==> src/rtl/efi_cfg_pkg.sv <==
// Shared EFI configuration definitions: register index map, power-on
// defaults for the configuration bank, and the commit controller state type.
package efi_cfg_pkg;

  localparam int unsigned CFG_NREGS = 16;

  // Register index map
  localparam int unsigned CFG_MODE          = 0;
  localparam int unsigned CFG_TOOTH_CNT     = 1;
  localparam int unsigned CFG_SYNC_FILT     = 2;
  localparam int unsigned CFG_MISSING_TEETH = 3;
  localparam int unsigned CFG_TDC_OFFSET    = 4;
  localparam int unsigned CFG_RPM_LIMIT     = 5;
  localparam int unsigned CFG_IGN_ADV       = 6;
  localparam int unsigned CFG_DWELL_US      = 7;
  localparam int unsigned CFG_DWELL_MAX_US  = 8;
  localparam int unsigned CFG_INJ_OFFSET    = 9;
  localparam int unsigned CFG_INJ_A_DEAD    = 10;
  localparam int unsigned CFG_INJ_B_DEAD    = 11;
  localparam int unsigned CFG_PRIME_PW      = 12;
  localparam int unsigned CFG_IGN_TRIM      = 13;
  localparam int unsigned CFG_INJ_A_PW      = 14;
  localparam int unsigned CFG_INJ_B_PW      = 15;

  localparam logic [15:0] CFG_DEFAULT [CFG_NREGS] = '{
    16'h0037, 16'd60,   16'd128,  16'd2,
    16'd0,    16'd7680, 16'd0,    16'd2560,
    16'd5120, 16'd0,    16'd342,  16'd342,
    16'd2000, 16'd0,    16'd0,    16'd0
  };

  typedef enum logic [1:0] {
    ST_IDLE,
    ST_ARMED,
    ST_COMMIT
  } cfg_state_t;

  // Default value for register idx; registers beyond the table reset to zero.
  function automatic logic [15:0] cfg_default(input int unsigned idx);
    return (idx < CFG_NREGS) ? CFG_DEFAULT[idx] : 16'h0000;
  endfunction

endpackage

==> src/rtl/cfg_commit_ctrl_if.sv <==
// Host-side configuration bus: shadow write port plus commit/abort requests.
//   wr_en/wr_addr/wr_data : one shadow register write per cycle
//   commit_req            : pulse, request shadow -> active copy
//   abort_req             : pulse, cancel a pending commit
// master = register file side (drives), slave = commit controller (receives).
interface cfg_commit_ctrl_if #(
  parameter int AW = 4,
  parameter int DW = 16
) ();
  logic          wr_en;
  logic [AW-1:0] wr_addr;
  logic [DW-1:0] wr_data;
  logic          commit_req;
  logic          abort_req;

  modport master (output wr_en, wr_addr, wr_data, commit_req, abort_req);
  modport slave  (input  wr_en, wr_addr, wr_data, commit_req, abort_req);
endinterface

==> src/rtl/cfg_shadow_bank.sv <==
// Shadow/active configuration register bank.
//   clk, reset          : EFI clock, synchronous active-high reset
//   wr_en/addr/data     : shadow write; out-of-range addresses ignored
//   copy                : active <= shadow for every register, dirty cleared
//   cfg_active          : active bank, reg i at [i*DW +: DW]
//   dirty               : per-register pending-write flags
module cfg_shadow_bank
  import efi_cfg_pkg::*;
#(
  parameter int NREGS = 16,
  parameter int AW    = 4,
  parameter int DW    = 16
) (
  input  logic                clk,
  input  logic                reset,
  input  logic                wr_en,
  input  logic [AW-1:0]       wr_addr,
  input  logic [DW-1:0]       wr_data,
  input  logic                copy,
  output logic [NREGS*DW-1:0] cfg_active,
  output logic [NREGS-1:0]    dirty
);

  logic [DW-1:0] shadow [NREGS];
  logic [DW-1:0] active [NREGS];
  logic          wr_hit;

  assign wr_hit = wr_en && (32'(wr_addr) < 32'(NREGS));

  always_ff @(posedge clk) begin
    if (reset) begin
      for (int unsigned i = 0; i < NREGS; i++) begin
        shadow[i] <= DW'(cfg_default(i));
        active[i] <= DW'(cfg_default(i));
      end
      dirty <= '0;
    end else begin
      if (copy) begin
        for (int unsigned i = 0; i < NREGS; i++) begin
          active[i] <= shadow[i];
        end
        dirty <= '0;
      end
      // A write landing on the copy edge is forwarded into the active bank
      // (overriding the stale shadow value copied above) and stays clean.
      if (wr_hit) begin
        shadow[wr_addr] <= wr_data;
        if (copy) begin
          active[wr_addr] <= wr_data;
        end else begin
          dirty[wr_addr] <= 1'b1;
        end
      end
    end
  end

  for (genvar g = 0; g < NREGS; g++) begin : g_flat
    assign cfg_active[g*DW +: DW] = active[g];
  end

endmodule

==> src/rtl/cfg_commit_ctrl.sv <==
// Atomic configuration-commit controller between the SPI register file and
// the EFI datapath. Host writes go to a shadow bank; a commit request copies
// the whole bank to the active bank at a safe engine point (trigger pulse,
// immediately when not synced, or forced after TIMEOUT_CYC armed cycles).
//   clk, reset     : EFI clock, synchronous active-high reset
//   host           : shadow write port and commit/abort requests
//   synced         : engine sync status
//   trigger        : one-cycle safe-point pulse
//   cfg_active     : active bank, flattened, reg i at [i*DW +: DW]
//   dirty          : per-register pending-write flags
//   busy           : controller not idle
//   commit_done    : pulse, new cfg_active visible this cycle
//   commit_forced  : pulse with commit_done when the commit timed out
//   commit_count   : completed commits, wraps at 256
module cfg_commit_ctrl
  import efi_cfg_pkg::*;
#(
  parameter int          NREGS       = 16,
  parameter int          AW          = 4,
  parameter int          DW          = 16,
  parameter logic [31:0] TIMEOUT_CYC = 32'd2000000
) (
  input  logic                clk,
  input  logic                reset,
  cfg_commit_ctrl_if.slave    host,
  input  logic                synced,
  input  logic                trigger,
  output logic [NREGS*DW-1:0] cfg_active,
  output logic [NREGS-1:0]    dirty,
  output logic                busy,
  output logic                commit_done,
  output logic                commit_forced,
  output logic [7:0]          commit_count
);

  cfg_state_t  state, state_nxt;
  logic [31:0] timer, timer_nxt;
  logic        force_q, force_nxt;
  logic        empty_commit;
  logic        in_commit;

  assign in_commit = (state == ST_COMMIT);
  assign busy      = (state != ST_IDLE);

  cfg_shadow_bank #(
    .NREGS (NREGS),
    .AW    (AW),
    .DW    (DW)
  ) u_bank (
    .clk        (clk),
    .reset      (reset),
    .wr_en      (host.wr_en),
    .wr_addr    (host.wr_addr),
    .wr_data    (host.wr_data),
    .copy       (in_commit),
    .cfg_active (cfg_active),
    .dirty      (dirty)
  );

  always_comb begin
    state_nxt    = state;
    timer_nxt    = timer;
    force_nxt    = force_q;
    empty_commit = 1'b0;
    unique case (state)
      ST_IDLE: begin
        if (host.commit_req) begin
          if (|dirty) begin
            state_nxt = ST_ARMED;
            timer_nxt = '0;
            force_nxt = 1'b0;
          end else begin
            empty_commit = 1'b1;
          end
        end
      end
      ST_ARMED: begin
        if (host.abort_req) begin
          state_nxt = ST_IDLE;
        end else if (!synced || trigger) begin
          state_nxt = ST_COMMIT;
          force_nxt = 1'b0;
        end else if (timer == TIMEOUT_CYC - 32'd1) begin
          state_nxt = ST_COMMIT;
          force_nxt = 1'b1;
        end else begin
          timer_nxt = timer + 32'd1;
        end
      end
      ST_COMMIT: begin
        state_nxt = ST_IDLE;
      end
      default: begin
        state_nxt = ST_IDLE;
      end
    endcase
  end

  always_ff @(posedge clk) begin
    if (reset) begin
      state         <= ST_IDLE;
      timer         <= '0;
      force_q       <= 1'b0;
      commit_done   <= 1'b0;
      commit_forced <= 1'b0;
      commit_count  <= '0;
    end else begin
      state         <= state_nxt;
      timer         <= timer_nxt;
      force_q       <= force_nxt;
      commit_done   <= in_commit || empty_commit;
      commit_forced <= in_commit && force_q;
      if (in_commit) begin
        commit_count <= commit_count + 8'd1;
      end
    end
  end

endmodule

==> src/flat_wrapper.sv <==
// flat-port wrapper written by rule: the top's interface ports become plain ports
module cfg_commit_ctrl_flat import efi_cfg_pkg::*;
#(
  parameter int          NREGS       = 16,
  parameter int          AW          = 4,
  parameter int          DW          = 16,
  parameter logic [31:0] TIMEOUT_CYC = 32'd2000000
)
  (clk, reset, synced, trigger, cfg_active, dirty, busy, commit_done, commit_forced, commit_count, host_wr_en, host_wr_addr, host_wr_data, host_commit_req, host_abort_req);
  cfg_commit_ctrl_if #(.AW(AW), .DW(DW)) host_i ();
  input  logic clk;
  input  logic reset;
  input  logic synced;
  input  logic trigger;
  output logic [NREGS*DW-1:0] cfg_active;
  output logic [NREGS-1:0] dirty;
  output logic busy;
  output logic commit_done;
  output logic commit_forced;
  output logic [7:0] commit_count;
  input wire logic [$bits(host_i.wr_en)-1:0] host_wr_en;
  input wire logic [$bits(host_i.wr_addr)-1:0] host_wr_addr;
  input wire logic [$bits(host_i.wr_data)-1:0] host_wr_data;
  input wire logic [$bits(host_i.commit_req)-1:0] host_commit_req;
  input wire logic [$bits(host_i.abort_req)-1:0] host_abort_req;
  assign host_i.wr_en = host_wr_en;
  assign host_i.wr_addr = host_wr_addr;
  assign host_i.wr_data = host_wr_data;
  assign host_i.commit_req = host_commit_req;
  assign host_i.abort_req = host_abort_req;
  cfg_commit_ctrl #(.NREGS(NREGS), .AW(AW), .DW(DW), .TIMEOUT_CYC(TIMEOUT_CYC)) u_core (.clk(clk), .reset(reset), .host(host_i), .synced(synced), .trigger(trigger), .cfg_active(cfg_active), .dirty(dirty), .busy(busy), .commit_done(commit_done), .commit_forced(commit_forced), .commit_count(commit_count));
endmodule
==> config.mk <==
export PLATFORM = sky130hd
export DESIGN_NAME = cfg_commit_ctrl_flat
export DESIGN_NICKNAME = d
export VERILOG_FILES = /design/src/rtl/efi_cfg_pkg.sv /design/src/rtl/cfg_commit_ctrl_if.sv /design/src/rtl/cfg_shadow_bank.sv /design/src/rtl/cfg_commit_ctrl.sv /design/src/flat_wrapper.sv
export SDC_FILE = /design/constraint.sdc
export NUM_CORES = 1
export LEC_CHECK = 0
export ABC_AREA = 1
export BUFFER_PORTS_ARGS = -buffer_cell sky130_fd_sc_hd__buf_2
export CORE_ASPECT_RATIO = 1.4
export CORE_MARGIN = 1
export CORE_UTILIZATION = 30
export DETAILED_ROUTE_END_ITERATION = 12
export GPL_TIMING_DRIVEN = 0
export PLACE_DENSITY = 0.49
export SLEW_MARGIN = 20
export SYNTH_ARGS = -nofsm -noshare
export SYNTH_HDL_FRONTEND = slang
export SYNTH_SLANG_ARGS = --single-unit
==> constraint.sdc <==
create_clock -name clk -period 2.2 [get_ports clk]
set_input_delay 0.11 -clock clk [delete_from_list [all_inputs] [get_ports clk]]
set_output_delay 0.11 -clock clk [all_outputs]
set_load 0.005 [all_outputs]
==> reports/results.ini <==
[yosys]
ys_seq_elements = 573
ys_top_cells_by_area = edfxtp_1 (65%), nor2_1 (6.6%), nand2_1 (5.4%)
synth_top_area_cell = edfxtp_1
avgSynthCellArea_um2 = 10.8
syn_inst = 2171
synth.cell_area_um2 = 23500
synth_nets = 2200
yosysSeqAreaShare = 0.705
yosys_warnings = 0
yosysTopAreaCellShare = 0.653
ys_types = 33

[global_route]
met3_usage = 0.0425
track_usage = 0.215
grt_pass1_vias = 17400
met1_usage = 0.253
overflow = 0
antenna_found_initial = 4
grt.busiest_layer = met2
grt_pass1_wl_um = 122000
use_met2 = 0.382
grt_max_degree = 26

[route]
wirelength_um = 87100
drc = 0
drtPass1Iterations = 5
num_vias = 17900
drtIter0Drc = 1544
antenna_left = 0
vias_per_cell = 4.89
wl_per_cell_um = 23.8

[die]
die_h_um = 333
num_rows = 121
die_w_um = 239
dieArea_um2 = 79600
io_pins = 310
core_um2 = 77700
start_util = 0.303

[placement]
gp_congestion = 0.906
dp_hpwl_um = 63200
place_inst = 3525
port_buffers = 308

[final_layout]
nNetsFinal = 2591
instances_no_fill = 3656
drive_gt1_frac = 0.208
final_core_util = 0.370
area_growth_pct = 22.1

[power_and_ir_drop]
vdd_ir_drop_max_uv = 622
power_mw = 24.9
p_per_area_nw_per_um2 = 867
p_leak_nw = 10.7

[timing]
relSlewSlack = 0.161
worstMarginPinSlew_ns = 1.26
clock.fmax_mhz = 450
finalClockSkew_ns = 0.0276
finalHoldViolCount = 0
hold_ws_ns = 0.0351
fin_ws_ns = -0.0223
setup_viol = 16
finalCritPeriodShare = 1.01
rsz0062_at_grt = yes
fin_crit_ns = 2.22
drv_slew = 0

[clock_network]
cts_buffer_depth = 3
cts_root_buf = clkbuf_16
htree_levels = 2
clock_latency_ns = 0.64
cts_tree = done
cts_buffers = 56
clkSinkCount = 573
clk_pin_slew_ns = 0.06

[critical_path]
worst_ep_required_time_ns = 2.41
end_kind = flip-flop
crit_fanout = 16
crit_type = in2reg
cp-start-kind = input pin
cp_data_arrival_time_ns = 2.43

[flow_run]
cap_violations = 0

[run_status]
status = complete, but fails checks
violations = setup timing

[worst_hold_path]
holdCritPathClass = in2reg

==> layout make-up <==
| cell class | instances | area [µm²] |
|---|---|---|
| Clock inverter | 42 | 529 |
| Fill cell | 7805 | 48900 |
| Timing Repair Buffer | 334 | 1800 |
| Inverter | 131 | 494 |
| Buffer | 143 | 632 |
| Tap cell | 1045 | 1310 |
| Multi-Input combinational cell | 1323 | 5930 |
| Antenna cell | 1 | 2.50 |
| Clock buffer | 64 | 1450 |
| Sequential cell | 573 | 16600 |
==> what timing repair did <==
action | in CTS | in global routing
hold buffers | 22 | 0
endpoints found under the setup margin | 421 | 170
hold endpoints to repair | 31 | 0
resized for setup | 23 | 32
cloned | 0 | 0
pin swaps | 1 | 1
buffers inserted | 3 | 0
==> per-layer routing <==
layer / routed length, µm / vias to the layer above
li1: - / 8191
met3: 5860 / 156
met5: 0 / -
met2: 44100 / 721
met4: 3480 / 0
met1: 33700 / 8793
==> cell usage after synthesis <==
cell / instances
edfxtp_1: 512
nor2_1: 416
nand2_1: 340
nand3_1: 219
o21ai_0: 196
inv_1: 108
clkbuf_1: 90
dfxtp_1: 61
a21oi_1: 58
buf_2: 38
o21ai_1: 36
inv_2: 21
nor2_2: 14
buf_1: 12
nor2_4: 12
nor3_1: 7
nand2_2: 6
nand4_1: 5
buf_4: 3
a31oi_1: 2
ha_1: 2
xor2_1: 2
a21o_1: 1
a31o_2: 1
buf_6: 1
clkinv_1: 1
inv_4: 1
nand3_2: 1
nand3_4: 1
nand4_2: 1
nor3_2: 1
nor3b_1: 1
xnor2_1: 1
==> state kept, by name, summed over array words and instances (netlist names) <==
name	cells
u_core.state	2
u_core.commit_count	8
u_core.force_q	1
u_core.commit_done	1
u_core.u_bank.dirty	16
u_core.u_bank.active	256
u_core.u_bank.shadow	256
u_core.timer	32
u_core.commit_forced	1
==> power breakdown <==
part           total, mW  switching (mW)  internal [mW]
clock               10.6            4.38           6.17
combinational       1.71            1.27          0.438
sequential          12.7           0.251           12.4
total               24.9            5.91           19.0
==> critical path, stage by stage <==
cell,delay (ns)
buf_2,0.13
buf_4,0.23
inv_2,0.25
buf_2,0.47
buf_2,0.60
nand2_1,0.61
==> metrics by stage <==
step                      setup slack, ns  cell area, µm²  setup TNS, ns
after floorplan                     0.376           23500              0
after global placement              -1.45           26400        -476.01
after detailed placement            -1.07           26400        -365.40
after CTS                         -0.0332           28700         -0.758
after global routing              -0.0297           28700         -0.982
final                             -0.0223           28800         -0.341
==> kinds of logic after synthesis <==
logic type | share of synthesized area
buf+inv | 0.0468
fa+ha+maj | 0.00106
compound gates | 0.0629
xor+xnor | 0.00112
flops | 0.705
simple gates | 0.183
==> final timing paths <==
| kind | start | endpoint | slack [ns] | depth (start not counted) |
|---|---|---|---|---|
| worst max register to register | u_core.state[0]$_SDFFE_PP0P_ | u_core.u_bank.active[8][9]$_DFFE_PP_ | 0.08 | 9 |
| worst min-delay path | host_wr_data[15] | u_core.u_bank.active[0][15]$_DFFE_PP_ | 0.04 | 3 |
| worst max-delay path | reset | u_core.u_bank.active[8][14]$_DFFE_PP_ | -0.02 | 6 |
| worst min register to register | u_core.u_bank.dirty[11]$_SDFF_PP0_ | u_core.u_bank.dirty[11]$_SDFF_PP0_ | 0.47 | 2 |
==> layout by cell type, fill, tap and decap left out, drive strengths merged, types with 8 or more instances in the layout <==
cell,count
nand2,346
dlygate4sd3,22
nor2,442
clkbuf,154
bufinv,12
dfxtp,61
o21ai,232
clkinv,24
nand3,221
a21oi,58
edfxtp,512
buf,365
nor3,8
inv,136
Power figures use the tool's default switching activity.
